<file path="config.mk">
export PLATFORM = sky130hd
export DESIGN_NAME = mcs4_timing_gen_flat
export DESIGN_NICKNAME = d
export VERILOG_FILES = /design/src/rtl/mcs4_timing_gen_if.sv /design/src/rtl/mcs4_timing_gen.sv /design/src/flat_wrapper.sv
export SDC_FILE = /design/constraint.sdc
export NUM_CORES = 1
export LEC_CHECK = 0
export CORE_MARGIN = 10
export CORE_UTILIZATION = 45
export DETAILED_ROUTE_END_ITERATION = 8
export PLACE_DENSITY = 0.79
export REMOVE_ABC_BUFFERS = 1
export SETUP_SLACK_MARGIN = 0.2
export SLEW_MARGIN = 20
export SYNTH_ARGS = -nofsm -noshare
export SYNTH_HDL_FRONTEND = slang
export SYNTH_SLANG_ARGS = --single-unit
</file>
<file path="constraint.sdc">
create_clock -name sysclk -period 1.8 [get_ports sysclk]
set_input_delay 0.27 -clock sysclk [delete_from_list [all_inputs] [get_ports sysclk]]
set_output_delay 0.27 -clock sysclk [all_outputs]
set_load 0.005 [all_outputs]
</file>
<file path="src/rtl/mcs4_timing_gen_if.sv">
// Output bundle of the MCS-4 timing generator: two-phase clocks, phase ring, sync and step.
interface mcs4_timing_gen_if;
  logic       clk1;
  logic       clk2;
  logic [0:7] phase;
  logic       sync;
  logic       step;

  modport master (output clk1, clk2, phase, sync, step);
  modport slave  (input  clk1, clk2, phase, sync, step);
endinterface

</file>
<file path="src/rtl/mcs4_timing_gen.sv">
// Divides sysclk into non-overlapping clk1/clk2 and runs the self-starting
// 8-state master/slave phase ring (A1 A2 A3 M1 M2 X1 X2 X3).
module mcs4_timing_gen #(
  parameter int DIV        = 20,
  parameter int CLK1_W     = 5,
  parameter int CLK2_START = 10,
  parameter int CLK2_W     = 5
) (
  input  logic               sysclk,
  input  logic               reset_n,
  mcs4_timing_gen_if.master  tim
);

  localparam int CNT_W = $clog2(DIV);
  localparam logic [CNT_W-1:0] CNT_LAST = CNT_W'(DIV - 1);
  localparam logic [CNT_W-1:0] CLK1_OFF = CNT_W'(CLK1_W);
  localparam logic [CNT_W-1:0] CLK2_ON  = CNT_W'(CLK2_START);
  localparam logic [CNT_W-1:0] CLK2_OFF = CNT_W'(CLK2_START + CLK2_W);

  logic [CNT_W-1:0] cnt;
  logic [CNT_W-1:0] cnt_next;
  logic             clk1_r;
  logic             clk2_r;
  logic [0:7]       master_ring;
  logic [0:7]       phase_ring;

  always_comb begin
    cnt_next = (cnt == CNT_LAST) ? '0 : cnt + CNT_W'(1);
  end

  // Master ring loads at clk2 fall, slave copies it at clk1 rise; an empty
  // upper ring injects a 1, so the ring self-starts and flushes extra bits.
  always_ff @(posedge sysclk) begin
    if (!reset_n) begin
      cnt         <= '0;
      clk1_r      <= 1'b0;
      clk2_r      <= 1'b0;
      master_ring <= '0;
      phase_ring  <= '0;
    end else begin
      cnt <= cnt_next;

      if (cnt_next == '0)
        clk1_r <= 1'b1;
      else if (cnt_next == CLK1_OFF)
        clk1_r <= 1'b0;

      if (cnt_next == CLK2_ON)
        clk2_r <= 1'b1;
      else if (cnt_next == CLK2_OFF)
        clk2_r <= 1'b0;

      if (cnt_next == CLK2_OFF)
        master_ring <= {~|phase_ring[0:6], phase_ring[0:6]};

      if (cnt_next == '0)
        phase_ring <= master_ring;
    end
  end

  assign tim.clk1  = clk1_r;
  assign tim.clk2  = clk2_r;
  assign tim.phase = phase_ring;
  assign tim.sync  = master_ring[7];
  // phase only moves while clk2 is low, so this AND cannot glitch
  assign tim.step  = phase_ring[7] & clk2_r;

endmodule
</file>
<file path="src/flat_wrapper.sv">
// flat-port wrapper written by rule: the top's interface ports become plain ports
module mcs4_timing_gen_flat 
#(
  parameter int DIV        = 20,
  parameter int CLK1_W     = 5,
  parameter int CLK2_START = 10,
  parameter int CLK2_W     = 5
)
  (sysclk, reset_n, tim_clk1, tim_clk2, tim_phase, tim_sync, tim_step);
  mcs4_timing_gen_if tim_i ();
  input  logic sysclk;
  input  logic reset_n;
  output wire logic [$bits(tim_i.clk1)-1:0] tim_clk1;
  output wire logic [$bits(tim_i.clk2)-1:0] tim_clk2;
  output wire logic [$bits(tim_i.phase)-1:0] tim_phase;
  output wire logic [$bits(tim_i.sync)-1:0] tim_sync;
  output wire logic [$bits(tim_i.step)-1:0] tim_step;
  assign tim_clk1 = tim_i.clk1;
  assign tim_clk2 = tim_i.clk2;
  assign tim_phase = tim_i.phase;
  assign tim_sync = tim_i.sync;
  assign tim_step = tim_i.step;
  mcs4_timing_gen #(.DIV(DIV), .CLK1_W(CLK1_W), .CLK2_START(CLK2_START), .CLK2_W(CLK2_W)) u_core (.sysclk(sysclk), .reset_n(reset_n), .tim(tim_i));
endmodule
</file>
==> summary.txt, run 1 <==
Logic synthesis
  – Yosys warns: 0
  – Yosys cell types: 40
  – Multiplexer share of the synthesized area: 0.139
  – Mapped Cells: 119
  – Main combinational cell family by area after synthesis: simple AND/OR/NAND/NOR gates
  – Synth Area in Simple Gates: 0.197
  – Top_reg_cell synth: dfxtp_1
  – EDFF count, synth: 0
  – Synth Register Bits: 23
  – FFs w/ async S/R, synth: 0
  – Synth Area in XOR/XNOR: 0.00762
  – Post-synthesis sequential area ratio: 0.400
  – Post-synthesis adder-cell area fraction: 0.0544
  – Avg Inst Size Synth: 9.66 sq um
  – Cell Area, Synth: 1150 sq um
  – Synth Area in Compound Gates: 0.134

STA
  – Hold slack final: 0.478 ns
  – Final setup viols: 0
  – RSZ-0062 raised after global routing: yes
  – Max Clock Skew: 0.00302 ns
  – Final Worst Setup Slack: 0.242 ns
  – Fmax: 642 MHz
  – Fin crit period: 1.56 ns
  – Period utilization: 0.865
  – Final Hold Fails: 0
  – Slew margin rel.: 0.792
  – Final Slew Violations: 0
  – Setup_tns: 0 ns
  – Slew at the pin with the worst max-slew slack: 0.311 ns

Critical path
  – CP Capture Type: register
  – Critical Path Source Type: register
  – Setup CP Type: reg2reg
  – Req. time, crit path: 2.05 ns
  – WP data arrival: 1.81 ns
  – CP max FO: 7

Route
  – Via count: 914
  – Routed vias/inst: 5.44
  – Drc violations: 0
  – DRT Pass-1 Iters: 4
  – Post-route ant nets: 0
  – Initial detailed-routing violation count: 89
  – Post-Route WL: 2.64 mm
  – Wire length per cell: 15.7 um

Clock network
  – Worst-path clk slew: 0.14 ns
  – Num CTS Buffers: 3
  – CTS tree: yes
  – Hold Buf Count CTS: 0
  – Largest buffer count on any clock path: 2
  – CTS sink count: 23
  – Clock latency on the worst-skew pair: 0.32 ns
  – H-Tree Depth: 1
  – Root Buffer: clkbuf_4

Die
  – Initial Util: 0.468
  – Core area: 2450 sq um
  – Die area: 4980 sq um
  – Overall die height: 70.6 um
  – DIE WIDTH: 70.6 um
  – Core Rows: 18
  – IO Pins: 14

GRT
  – Number of global-route vias before repair: 946
  – GR Overflow Total: 0
  – Initial antenna violation count: 0
  – Largest net degree at the start of global routing: 16
  – Global-route wire length before repair: 4.41 mm
  – Total track usage: 0.102

Power
  – Cell Int Power: 0.659 mW
  – Flop pwr share: 0.591
  – PD cells: 628 nW/um^2
  – NetSw: 0.233 mW
  – Peak supply drop: 0.000611 V
  – Sw Ratio: 0.262
  – Clock Power Share: 0.283
  – Overall Power: 0.892 mW
  – Leakage: 0.643 nW
  – Comb power frac: 0.126

Placement
  – Placed insts: 160
  – Post-DP HPWL: 1.86 mm
  – Gpl congestion: 0.891
  – Post-Place Worst Slack: 0.126 ns
  – Port Buffer Count: 13

Cells and area
  – FILL cells: 209
  – Layout cells sized above 1: 0.239
  – Area Growth Syn to Fin: 23.6%
  – Antenna fix cells: 0
  – Final Instance Count excl. Fillers: 168
  – Fin nets: 146

Run status
  – Status: finished, final reports clean

Hold path
  – Worst Hold Class: reg2reg

Run
  – Number of max-cap violations: 0
Yosys cell counts (all sizes together), types with 2 or more instances:
library cell / count / area (sq um)
nand3: 2 / 10.0
and2: 3 / 20.0
o21ai: 3 / 22.5
a22oi: 2 / 15.0
a21boi: 2 / 18.8
nor2b: 2 / 12.5
ha: 5 / 62.6
a21o: 3 / 23.8
inv: 4 / 15.0
clkbuf: 2 / 7.51
a21oi: 2 / 10.0
nand2: 18 / 67.6
nor3b: 2 / 20.0
nand3b: 2 / 15.0
mux2i: 16 / 160
buf: 6 / 55.1
nor2: 6 / 22.5
dfxtp: 23 / 460
layout make-up:
| class | instances | area (sq um) | share of cell area |
|---|---|---|---|
| Clock buffer | 3 | 22.5 | 0.0158 |
| Clock inverter | 1 | 7.51 | 0.00528 |
| Inverter | 4 | 15.0 | 0.0106 |
| Multi-Input combinational cell | 84 | 641 | 0.451 |
| Sequential cell | 23 | 470 | 0.331 |
| Tap cell | 30 | 37.5 | 0.0264 |
| Timing Repair Buffer | 23 | 228 | 0.160 |
cells by family (layout without fill, tap and decap cells):
logic type      Yosys count  in the layout
xor+xnor                  1              1
compound gates           19             19
simple gates             43             43
buf+inv                  12             31
flops                    23             23
mux                      16             16
fa+ha+maj                 5              5
per-stage QoR:
step | util | cell area (sq um)
after floorplan | - | 1090
after global placement | 0.535 | 1310
after detailed placement | 0.535 | 1310
after CTS | 0.553 | 1360
after global routing | 0.579 | 1420
final | 0.579 | 1420
registers in the layout, summed over array words and instances, names as in the netlist:
| name | flops |
|---|---|
| u_core.tim.phase | 8 |
| u_core.master_ring | 8 |
| u_core.cnt | 5 |
| u_core.tim.clk2 | 1 |
| u_core.tim.clk1 | 1 |
cell usage in the layout (no fill, tap or decap), types with 3 or more instances in the layout:
cell and n:
ha_1 4, dfxtp_1 17, dfxtp_2 5, inv_1 4
mux2i_1 15, nor2_1 6, clkbuf_4 3, buf_4 7
clkdlybuf4s50_1 12, nand2_1 18
path summary, 6_finish.rpt:
kind	from	end	slack, ns	cells after the start
worst max-delay path	u_core.cnt[1]$_SDFF_PN0_	u_core.tim.phase[5]$_SDFFE_PN0N_	0.24	6
worst max register to register	u_core.cnt[1]$_SDFF_PN0_	u_core.tim.phase[5]$_SDFFE_PN0N_	0.24	6
worst min-delay path	u_core.tim.phase[7]$_SDFFE_PN0N_	u_core.tim.phase[7]$_SDFFE_PN0N_	0.48	2
worst min register to register	u_core.tim.phase[7]$_SDFFE_PN0N_	u_core.tim.phase[7]$_SDFFE_PN0N_	0.48	2
power groups by stage:
stage          clock network (mW)  registers [mW]  logic, mW
2_1_floorplan                   0           0.539     0.0476
4_1_cts                     0.258           0.525     0.0944
3_5_place_dp                    0           0.536     0.0920
6_report                    0.252           0.527      0.112
5_1_grt                     0.278           0.529      0.124
3_3_place_gp                    0           0.535     0.0890
per-layer routing:
metal  wire, um  track usage  up-vias
li1           -            -      448
met1       1030        0.107      435
met2       1370        0.185       27
met3        221       0.0474        4
met4         16       0.0194        0
met5          0            0        -
critical path, stage by stage (launching register included):
cell,delay (ns)
dfxtp_4,0.38
buf_6,0.13
and4_4,0.17
o211a_1,0.23
o21ai_4,0.20
buf_12,0.16
mux2i_2,0.21
repair_timing:
action / CTS / global route
pin swaps: 0 / 1
setup endpoints to repair: 15 / 11
resized for setup: 6 / 10
endpoints found under the hold margin: 0 / 0
cloned: 0 / 0
buffers inserted: 0 / 4
Note: power is estimated with default switching activity, not from simulation.
==> run 2, diff against run 1 <==
--- a/config.mk
+++ b/config.mk
@@ -7,6 +7,7 @@
 export LEC_CHECK = 0
 export CORE_MARGIN = 10
 export CORE_UTILIZATION = 45
+export CTS_BUF_LIST = sky130_fd_sc_hd__clkbuf_8 sky130_fd_sc_hd__clkbuf_16
 export DETAILED_ROUTE_END_ITERATION = 8
 export PLACE_DENSITY = 0.79
 export REMOVE_ABC_BUFFERS = 1
==> run 2 against run 1 <==
Hold slack better by 0.00054 ns. Critical path depth unchanged. Clock power rose by 31%. Sequential share of layout area decreased by 0.43 points. Fmax grew 0.44%. Cell area increased by 1.1%. Worst setup slack improved by 0.0068 ns. Highest routed layer unchanged. Largest cell class unchanged. First-iteration DRC count up 7.9%. Global-route usage rose by 0.085 points. Core utilization rose by 0.61 points. Combinational power barely moved. Via count is 0.33% higher. Largest power group unchanged.
==> summary.txt, run 2 (synthesized netlist as in run 1, its figures left out) <==
Route
  – Wire length per cell: 15.6 um
  – Via count: 917
  – Drc violations: 0
  – Post-Route WL: 2.62 mm
  – Routed vias/inst: 5.46
  – DRT Pass-1 Iters: 4
  – Initial detailed-routing violation count: 96
  – Post-route ant nets: 0

STA
  – Fmax: 645 MHz
  – Final Slew Violations: 0
  – Max Clock Skew: 0.00358 ns
  – Fin crit period: 1.55 ns
  – Slew at the pin with the worst max-slew slack: 0.309 ns
  – Setup_tns: 0 ns
  – Final setup viols: 0
  – Period utilization: 0.862
  – Final Hold Fails: 0
  – Slew margin rel.: 0.794
  – Hold slack final: 0.479 ns
  – RSZ-0062 raised after global routing: no

Critical path
  – Slowest library cell on the worst path: dfxtp_4
  – R2r setup slk: 0.25 ns
  – End of the worst register-to-register path: u_core.tim.phase[5]$_SDFFE_PN0N_
  – FF-to-FF path depth: 6
  – Setup CP Type: reg2reg
  – Reg2reg start: u_core.cnt[1]$_SDFF_PN0_
  – WP data arrival: 1.74 ns
  – CP max FO: 7
  – Crit path to: u_core.tim.phase[5]$_SDFFE_PN0N_
  – Max incr delay on CP: 0.37 ns
  – Critical Path Source Type: register
  – Req. time, crit path: 1.99 ns
  – Worst setup path startpoint: u_core.cnt[1]$_SDFF_PN0_
  – Critical-path cell list: buf_6 -> and4_4 -> o211a_1 -> o21ai_4 -> buf_12 -> mux2i_2
  – CP Capture Type: register

Power
  – Flop pwr share: 0.543
  – NetSw: 0.240 mW
  – Clock Power Share: 0.342
  – Overall Power: 0.970 mW
  – Comb power frac: 0.115
  – Peak supply drop: 0.000712 V
  – Cell Int Power: 0.730 mW
  – Sw Ratio: 0.247
  – PD cells: 675 nW/um^2
  – Leakage: 0.632 nW

Die
  – Die area: 4980 sq um
  – IO Pins: 14
  – Core area: 2450 sq um
  – Overall die height: 70.6 um
  – Core Rows: 18
  – DIE WIDTH: 70.6 um
  – Initial Util: 0.468

Hold path
  – Worst Hold Class: reg2reg

GRT
  – Initial antenna violation count: 0
  – Total track usage: 0.103
  – GR Overflow Total: 0
  – Global-route wire length before repair: 4.40 mm
  – Number of global-route vias before repair: 971
  – Largest net degree at the start of global routing: 16

Clock network
  – Root Buffer: clkbuf_8
  – CTS tree: yes
  – H-Tree Depth: 1
  – Clock latency on the worst-skew pair: 0.27 ns
  – Num CTS Buffers: 3
  – CTS sink count: 23
  – Worst-path clk slew: 0.09 ns
  – Largest buffer count on any clock path: 2
  – Hold Buf Count CTS: 0

Cells and area
  – Final Instance Count excl. Fillers: 168
  – Fin nets: 146
  – Commonest non-fill, non-tap cells in the layout: nand2_1, dfxtp_1, mux2i_1
  – Antenna fix cells: 0
  – Area Growth Syn to Fin: 24.9%
  – Layout cells sized above 1: 0.232

Run status
  – Status: finished, final reports clean

Placement
  – Port Buffer Count: 13
  – Post-DP HPWL: 1.86 mm
  – Placed insts: 160
  – Gpl congestion: 0.891

Run
  – Number of max-cap violations: 0
-- run 2: cell count changes in the layout (fill, tap and decap cells not counted), sizes merged --
cell           delta
clkdlybuf4s50     +1
dlymetal6s2s      -1
-- run 2: layout make-up --
class	instances	area, sq um
fill	206	1020
timing repair buffer	23	225
sequential	23	469
clock inverter	1	7.51
tap	30	37.5
clock buffer	3	41.3
multi-input combinational	84	641
inverter	4	15.0
-- run 2: worst min path at each step --
stage / startpoint / end / slack [ns] / depth (start not counted)
2_1_floorplan: reset_n / u_core.cnt[1]$_SDFF_PN0_ / 0.39 / 1
3_3_place_gp: u_core.master_ring[0]$_SDFFE_PN0N_ / u_core.tim.phase[0]$_SDFFE_PN0N_ / 0.45 / 2
3_5_place_dp: u_core.master_ring[6]$_SDFFE_PN0N_ / u_core.tim.phase[6]$_SDFFE_PN0N_ / 0.46 / 2
4_1_cts: u_core.master_ring[6]$_SDFFE_PN0N_ / u_core.tim.phase[6]$_SDFFE_PN0N_ / 0.48 / 2
5_1_grt: u_core.master_ring[7]$_SDFFE_PN0N_ / u_core.master_ring[7]$_SDFFE_PN0N_ / 0.51 / 2
6_report: u_core.tim.phase[7]$_SDFFE_PN0N_ / u_core.tim.phase[7]$_SDFFE_PN0N_ / 0.48 / 2
-- run 2: power by group through the flow --
stage                     clock network, mW  logic, mW  registers, mW
after floorplan                           0     0.0476          0.539
after global placement                    0     0.0890          0.535
after detailed placement                  0     0.0920          0.536
after CTS                             0.337     0.0944          0.525
after global routing                  0.356      0.123          0.528
final                                 0.331      0.112          0.527
-- run 2: timing repair --
action,4_1_cts,5_1_grt
buffers inserted,0,4
pin swaps,0,1
cloned,0,0
gates resized for setup,4,10
setup endpoints to repair,14,10
-- run 2: routing by layer --
layer	global-route usage	part of all wire	wire length [um]	vias to the layer above
li1	-	-	-	446
met1	0.103	0.41	1080	444
met2	0.188	0.51	1330	21
met3	0.0502	0.072	189	6
met4	0.0237	0.0080	21	0
met5	0	0	0	-
-- run 2: per-stage QoR --
stage	worst slack, ns	instance area [sq um]	util
3_5_place_dp	0.126	1310	0.535
2_1_floorplan	0.0468	1090	-
4_1_cts	0.208	1370	0.560
3_3_place_gp	0.207	1310	0.535
6_report	0.249	1440	0.585
5_1_grt	0.192	1440	0.585
-- run 2: worst max-delay path, delay by kind of cell (launching register included) --
family                 cells  cell delay, ns
AND/OR/NAND/NOR            1            0.17
buffers and inverters      2            0.29
flip-flops                 1            0.37
multiplexers               1            0.22
AO/OA/AOI/OAI              2            0.43
==> run 3, diff against run 2 <==
--- a/config.mk
+++ b/config.mk
@@ -9,6 +9,7 @@
 export CORE_UTILIZATION = 45
 export CTS_BUF_LIST = sky130_fd_sc_hd__clkbuf_8 sky130_fd_sc_hd__clkbuf_16
 export DETAILED_ROUTE_END_ITERATION = 8
+export GPL_TIMING_DRIVEN = 0
 export PLACE_DENSITY = 0.79
 export REMOVE_ABC_BUFFERS = 1
 export SETUP_SLACK_MARGIN = 0.2
==> run 3 against run 2 <==
Core utilization down 1.7 points. Critical path depth down 4. Clock-buffer cell count unchanged. First-iteration DRC count down 34%. Critical endpoint is now tim_step. Largest cell class unchanged. Largest power group unchanged.
==> summary.txt, run 3 (synthesized netlist as in run 1, its figures left out) <==
Cells and area
  – Layout cells sized above 1: 0.188
  – Fin nets: 141
  – Commonest non-fill, non-tap cells in the layout: nand2_1, dfxtp_1, mux2i_1
  – Antenna fix cells: 0
  – Area Growth Syn to Fin: 21.3%
  – Fin area: 1400 sq um
  – Final core utilization: 0.568

Clock network
  – Root Buffer: clkbuf_8
  – CTS tree: yes
  – H-Tree Depth: 1
  – Worst-path clk slew: 0.08 ns
  – CTS sink count: 23
  – Hold Buf Count CTS: 0
  – Clock latency on the worst-skew pair: 0.27 ns
  – Largest buffer count on any clock path: 2
  – Num CTS Buffers: 3

Route
  – Drc violations: 0
  – Initial detailed-routing violation count: 63
  – Post-Route WL: 2.31 mm
  – Wire length per cell: 14.2 um
  – Routed vias/inst: 5.29
  – Via count: 863
  – Post-route ant nets: 0
  – DRT Pass-1 Iters: 4

Run status
  – Status: finished, final reports clean

STA
  – Final setup viols: 0
  – RSZ-0062 raised after global routing: no
  – Setup_tns: 0 ns
  – Max Clock Skew: 0.00213 ns
  – Slew at the pin with the worst max-slew slack: 0.639 ns
  – Period utilization: 0.850
  – Fmax: 654 MHz
  – Final Slew Violations: 0
  – Hold slack final: 0.470 ns
  – Final Worst Setup Slack: 0.270 ns
  – Final Hold Fails: 0
  – Slew margin rel.: 0.573
  – Fin crit period: 1.53 ns

Critical path
  – Critical-path cell list: and2_1 -> clkdlybuf4s50_1
  – Critical path's top delay family: buffers and inverters
  – Max incr delay on CP: 0.50 ns
  – Setup CP Type: reg2out
  – Critical Path Source Type: register
  – CP Capture Type: primary output
  – Req. time, crit path: 1.53 ns
  – CP max FO: 4
  – Slowest library cell on the worst path: clkdlybuf4s50_1
  – Worst path bufs/invs: 1
  – WP data arrival: 1.26 ns

GRT
  – GR Overflow Total: 0
  – Total track usage: 0.0953
  – Global-route wire length before repair: 4.02 mm
  – Number of global-route vias before repair: 867
  – Largest net degree at the start of global routing: 21
  – Initial antenna violation count: 0

Power
  – PD cells: 684 nW/um^2
  – Flop pwr share: 0.552
  – Clock Power Share: 0.345
  – Comb power frac: 0.103
  – Leakage: 0.621 nW
  – Cell Int Power: 0.719 mW
  – Sw Ratio: 0.246
  – NetSw: 0.235 mW
  – Peak supply drop: 0.000833 V

Hold path
  – Worst Hold Class: reg2reg

Die
  – DIE WIDTH: 70.6 um
  – Die area: 4980 sq um
  – Core Rows: 18
  – IO Pins: 14
  – Overall die height: 70.6 um
  – Core area: 2450 sq um
  – Initial Util: 0.468

Placement
  – Post-Place Worst Slack: -0.345 ns
  – Port Buffer Count: 13
  – Post-DP HPWL: 1.59 mm
  – Placed Area: 1250 sq um
  – Gpl congestion: 0.772

Run
  – Number of max-cap violations: 0
run 3: changes by cell type in the layout (fill, tap and decap cells not counted), sizes merged:
cell and delta:
clkdlybuf4s50 -1, buf -5, dlymetal6s2s +1
run 3: final timing paths:
| path | start | to | slack (ns) | cells after the start |
|---|---|---|---|---|
| setup / recovery | u_core.tim.clk2$_SDFFE_PN0P_ | tim_step | 0.27 | 2 |
| hold / removal | u_core.master_ring[6]$_SDFFE_PN0N_ | u_core.tim.phase[6]$_SDFFE_PN0N_ | 0.47 | 2 |
| setup reg to reg | u_core.cnt[1]$_SDFF_PN0_ | u_core.tim.phase[2]$_SDFFE_PN0N_ | 0.31 | 6 |
| hold reg to reg | u_core.master_ring[6]$_SDFFE_PN0N_ | u_core.tim.phase[6]$_SDFFE_PN0N_ | 0.47 | 2 |
run 3: area by class of cell:
cell class / count / area, sq um
clock inverters: 1 / 7.51
multi-input cells: 84 / 639
repair buffers: 18 / 183
flip-flops and latches: 23 / 472
well taps: 30 / 37.5
clock buffers: 3 / 41.3
fillers: 209 / 1060
inverters: 4 / 15.0
run 3: power by group through the flow:
stage	clock [mW]	sequential (mW)	combinational [mW]
after floorplan	0	0.539	0.0476
final	0.329	0.526	0.0979
after CTS	0.342	0.534	0.0781
after global placement	0	0.543	0.0657
after detailed placement	0	0.544	0.0691
after global routing	0.362	0.528	0.108
run 3: worst register-to-register path, stage by stage, from the launching register on:
cell and delay (ns):
dfxtp_4 0.38, ha_4 0.20, nor2_1 0.07, a32o_1 0.25, o21ai_4 0.17, buf_12 0.15, mux2i_1 0.20
run 3: routing by layer:
layer	part of all wire	track usage	vias up
li1	-	-	440
met1	0.41	0.101	405
met2	0.51	0.161	18
met3	0.082	0.0558	0
met4	0	0.0194	0
met5	0	0	-
run 3: per-stage QoR:
| step | power [mW] | instances |
|---|---|---|
| finish | 0.954 | 163 |
| global route | 0.998 | 163 |
| CTS | 0.954 | 159 |
| detailed placement | 0.613 | 154 |
| global placement | 0.608 | 154 |
| floorplan | 0.587 | 111 |
run 3: repair_timing:
item                                    CTS  global route
pin swaps                                 1             1
setup buffers                             1             4
gates resized for setup                   8             5
endpoints found under the setup margin   18            14
==> RTL edit, RTL diff (flow settings as in run 3) <==
`DIV` is set to 20 in 2 places; all go to 40.
--- a/src/rtl/mcs4_timing_gen.sv
+++ b/src/rtl/mcs4_timing_gen.sv
@@ -3,3 +3,3 @@
 module mcs4_timing_gen #(
-  parameter int DIV        = 20,
+  parameter int DIV        = 40,
   parameter int CLK1_W     = 5,
--- a/src/flat_wrapper.sv
+++ b/src/flat_wrapper.sv
@@ -3,3 +3,3 @@
 #(
-  parameter int DIV        = 20,
+  parameter int DIV        = 40,
   parameter int CLK1_W     = 5,
Function: same outputs for any inputs over 10 cycles, from zero or initial values and one cycle with reset_n low; that may be too few to reach the edited logic, so the function may still have changed.
==> RTL edit against run 3 <==
Routed wire length up 11%. Highest routed layer is now met4. Sequential cell count is 1 higher. Non-clock buffer count rose by 2. Setup slack lost 0.10 ns. Area after synthesis shrank 0.87%. Final area increased by 5.3%. Power grew 13%. Combinational power fell by 37%. Critical endpoint is now u_core.master_ring[5]. Final cell count rose by 6.1%.
==> RTL edit: results (changes against run 3) <==
status completed; number of antenna diodes 0 (unchanged); Max-slew headroom 68.0% (+11 points); internal power 860 uW (+20%); post-synthesis cell count 129 (+8.4%); dpl hpwl 1.59 mm (+0.13%); Sw Ratio 20.2% (-4.4 points); fillers 216 (+3.3%); Finished Layout Cells 173 (+6.1%); Clock buffer cells 3 (unchanged); Placed Cells 162 (+5.2%); Signal buffers 20 (+2); Synth top cells by count dfxtp_1 (24), nand2_1 (18), nand3_1 (12); pin count of the biggest net entering global routing 31 (+48%); syn avg cell area 8.84 sq um (-8.6%); P&R area growth vs syn 28.9%; gp weighted congestion 0.791 (+2.5%); crit path DAT 1.79 ns (+0.53 ns); Synth warnings 0 (unchanged); post-DR vias/cell 5.46 (+3.1%); Setup WS pre-CTS -0.683 ns (-0.338 ns); Worst Path Max Fanout 9 (+5); skew final 0.00232 ns (+0.000186 ns); clock-cell share of area 4.86% (+1.4 points); CP delay by family, top compound AO/OA/AOI/OAI gates; clk sink count 24 (+4.3%); Non-clk invs 5 (+1); Crit-path slowest cell o211ai_1; register area share after synthesis 42.2% (+2.1 points); multi-input gate share of the layout cell area 44.0% (-1.8 points); Final nets 150 (+6.4%); first-pass GRT wire length 4.41 mm (+9.6%); GRT Total Usage 10.5% (+0.96 points); multi-input gates 90 (+7.1%); LEAKAGE 0.509 nW (-18%); NonClk Buf Share 13.8% (+0.70 points); Clock group 468 uW (+42%); Worst path max stage delay 0.40 ns (-0.10 ns); Placed Instance Area 1250 sq um (unchanged); Worst Hold Class reg2reg; final WL 2.57 mm (+11%); fraction of layout cells with a size suffix above 1 19.6% (+0.78 points); Synth area leaders dfxtp_1 (42%), mux2i_1 (6.1%), nand2_1 (5.9%); Flop pwr share 50.8% (-4.4 points); FFs w/ async S/R, synth 0% (unchanged); maximum VDD drop 967 uV (+16%); initial antenna violation count 0 (unchanged); vias in the first global route 940 (+8.4%); Distinct cells, synth 34 (-15%); Seq area share 33.5% (-0.34 points); 1st-iter DRT viols 78 (+24%)
RTL edit: cell types whose count changed in the layout (fill, tap and decap cells not counted), moves of 2 or more:
cell and change:
nand3_1 +10, mux2i_1 -9, o21ai_1 +9, nand3b_1 -2
nand4_1 +2, nor2_1 -2, xnor2_1 +2
RTL edit: path summary, 6_finish.rpt:
| check | startpoint | end | slack [ns] | depth (start not counted) |
|---|---|---|---|---|
| max | u_core.cnt[1] | u_core.master_ring[5] | 0.17 | 6 |
| min reg2reg | u_core.master_ring[2] | u_core.tim.phase[2] | 0.46 | 2 |
| max reg2reg | u_core.cnt[1] | u_core.master_ring[5] | 0.17 | 6 |
| min | u_core.master_ring[2] | u_core.tim.phase[2] | 0.46 | 2 |
RTL edit: kinds of logic (layout without fill, tap and decap cells):
group / Yosys count / after routing / synth area share (%)
AO/OA/AOI/OAI: 26 / 26 / 16.7
multiplexers: 7 / 7 / 6.15
buffers and inverters: 15 / 29 / 6.26
flip-flops: 24 / 24 / 42.2
adder cells (fa/ha/maj): 4 / 4 / 4.39
AND/OR/NAND/NOR: 48 / 48 / 20.5
XOR/XNOR: 5 / 5 / 3.84
RTL edit: metal layers:
| metal | GRT usage, % | vias to the layer above | share of wire [%] | wire length [um] |
|---|---|---|---|---|
| li1 | - | 475 | - | - |
| met1 | 11.6 | 438 | 41 | 1060 |
| met2 | 17.8 | 23 | 49 | 1270 |
| met3 | 5.23 | 8 | 6.2 | 159 |
| met4 | 1.75 | 0 | 3.2 | 82 |
| met5 | 0 | - | 0 | 0 |
RTL edit: what timing repair did:
action,4_1_cts,5_1_grt
buffers inserted,4,3
setup endpoints to repair,21,14
pin swaps,1,5
gates resized for setup,13,9
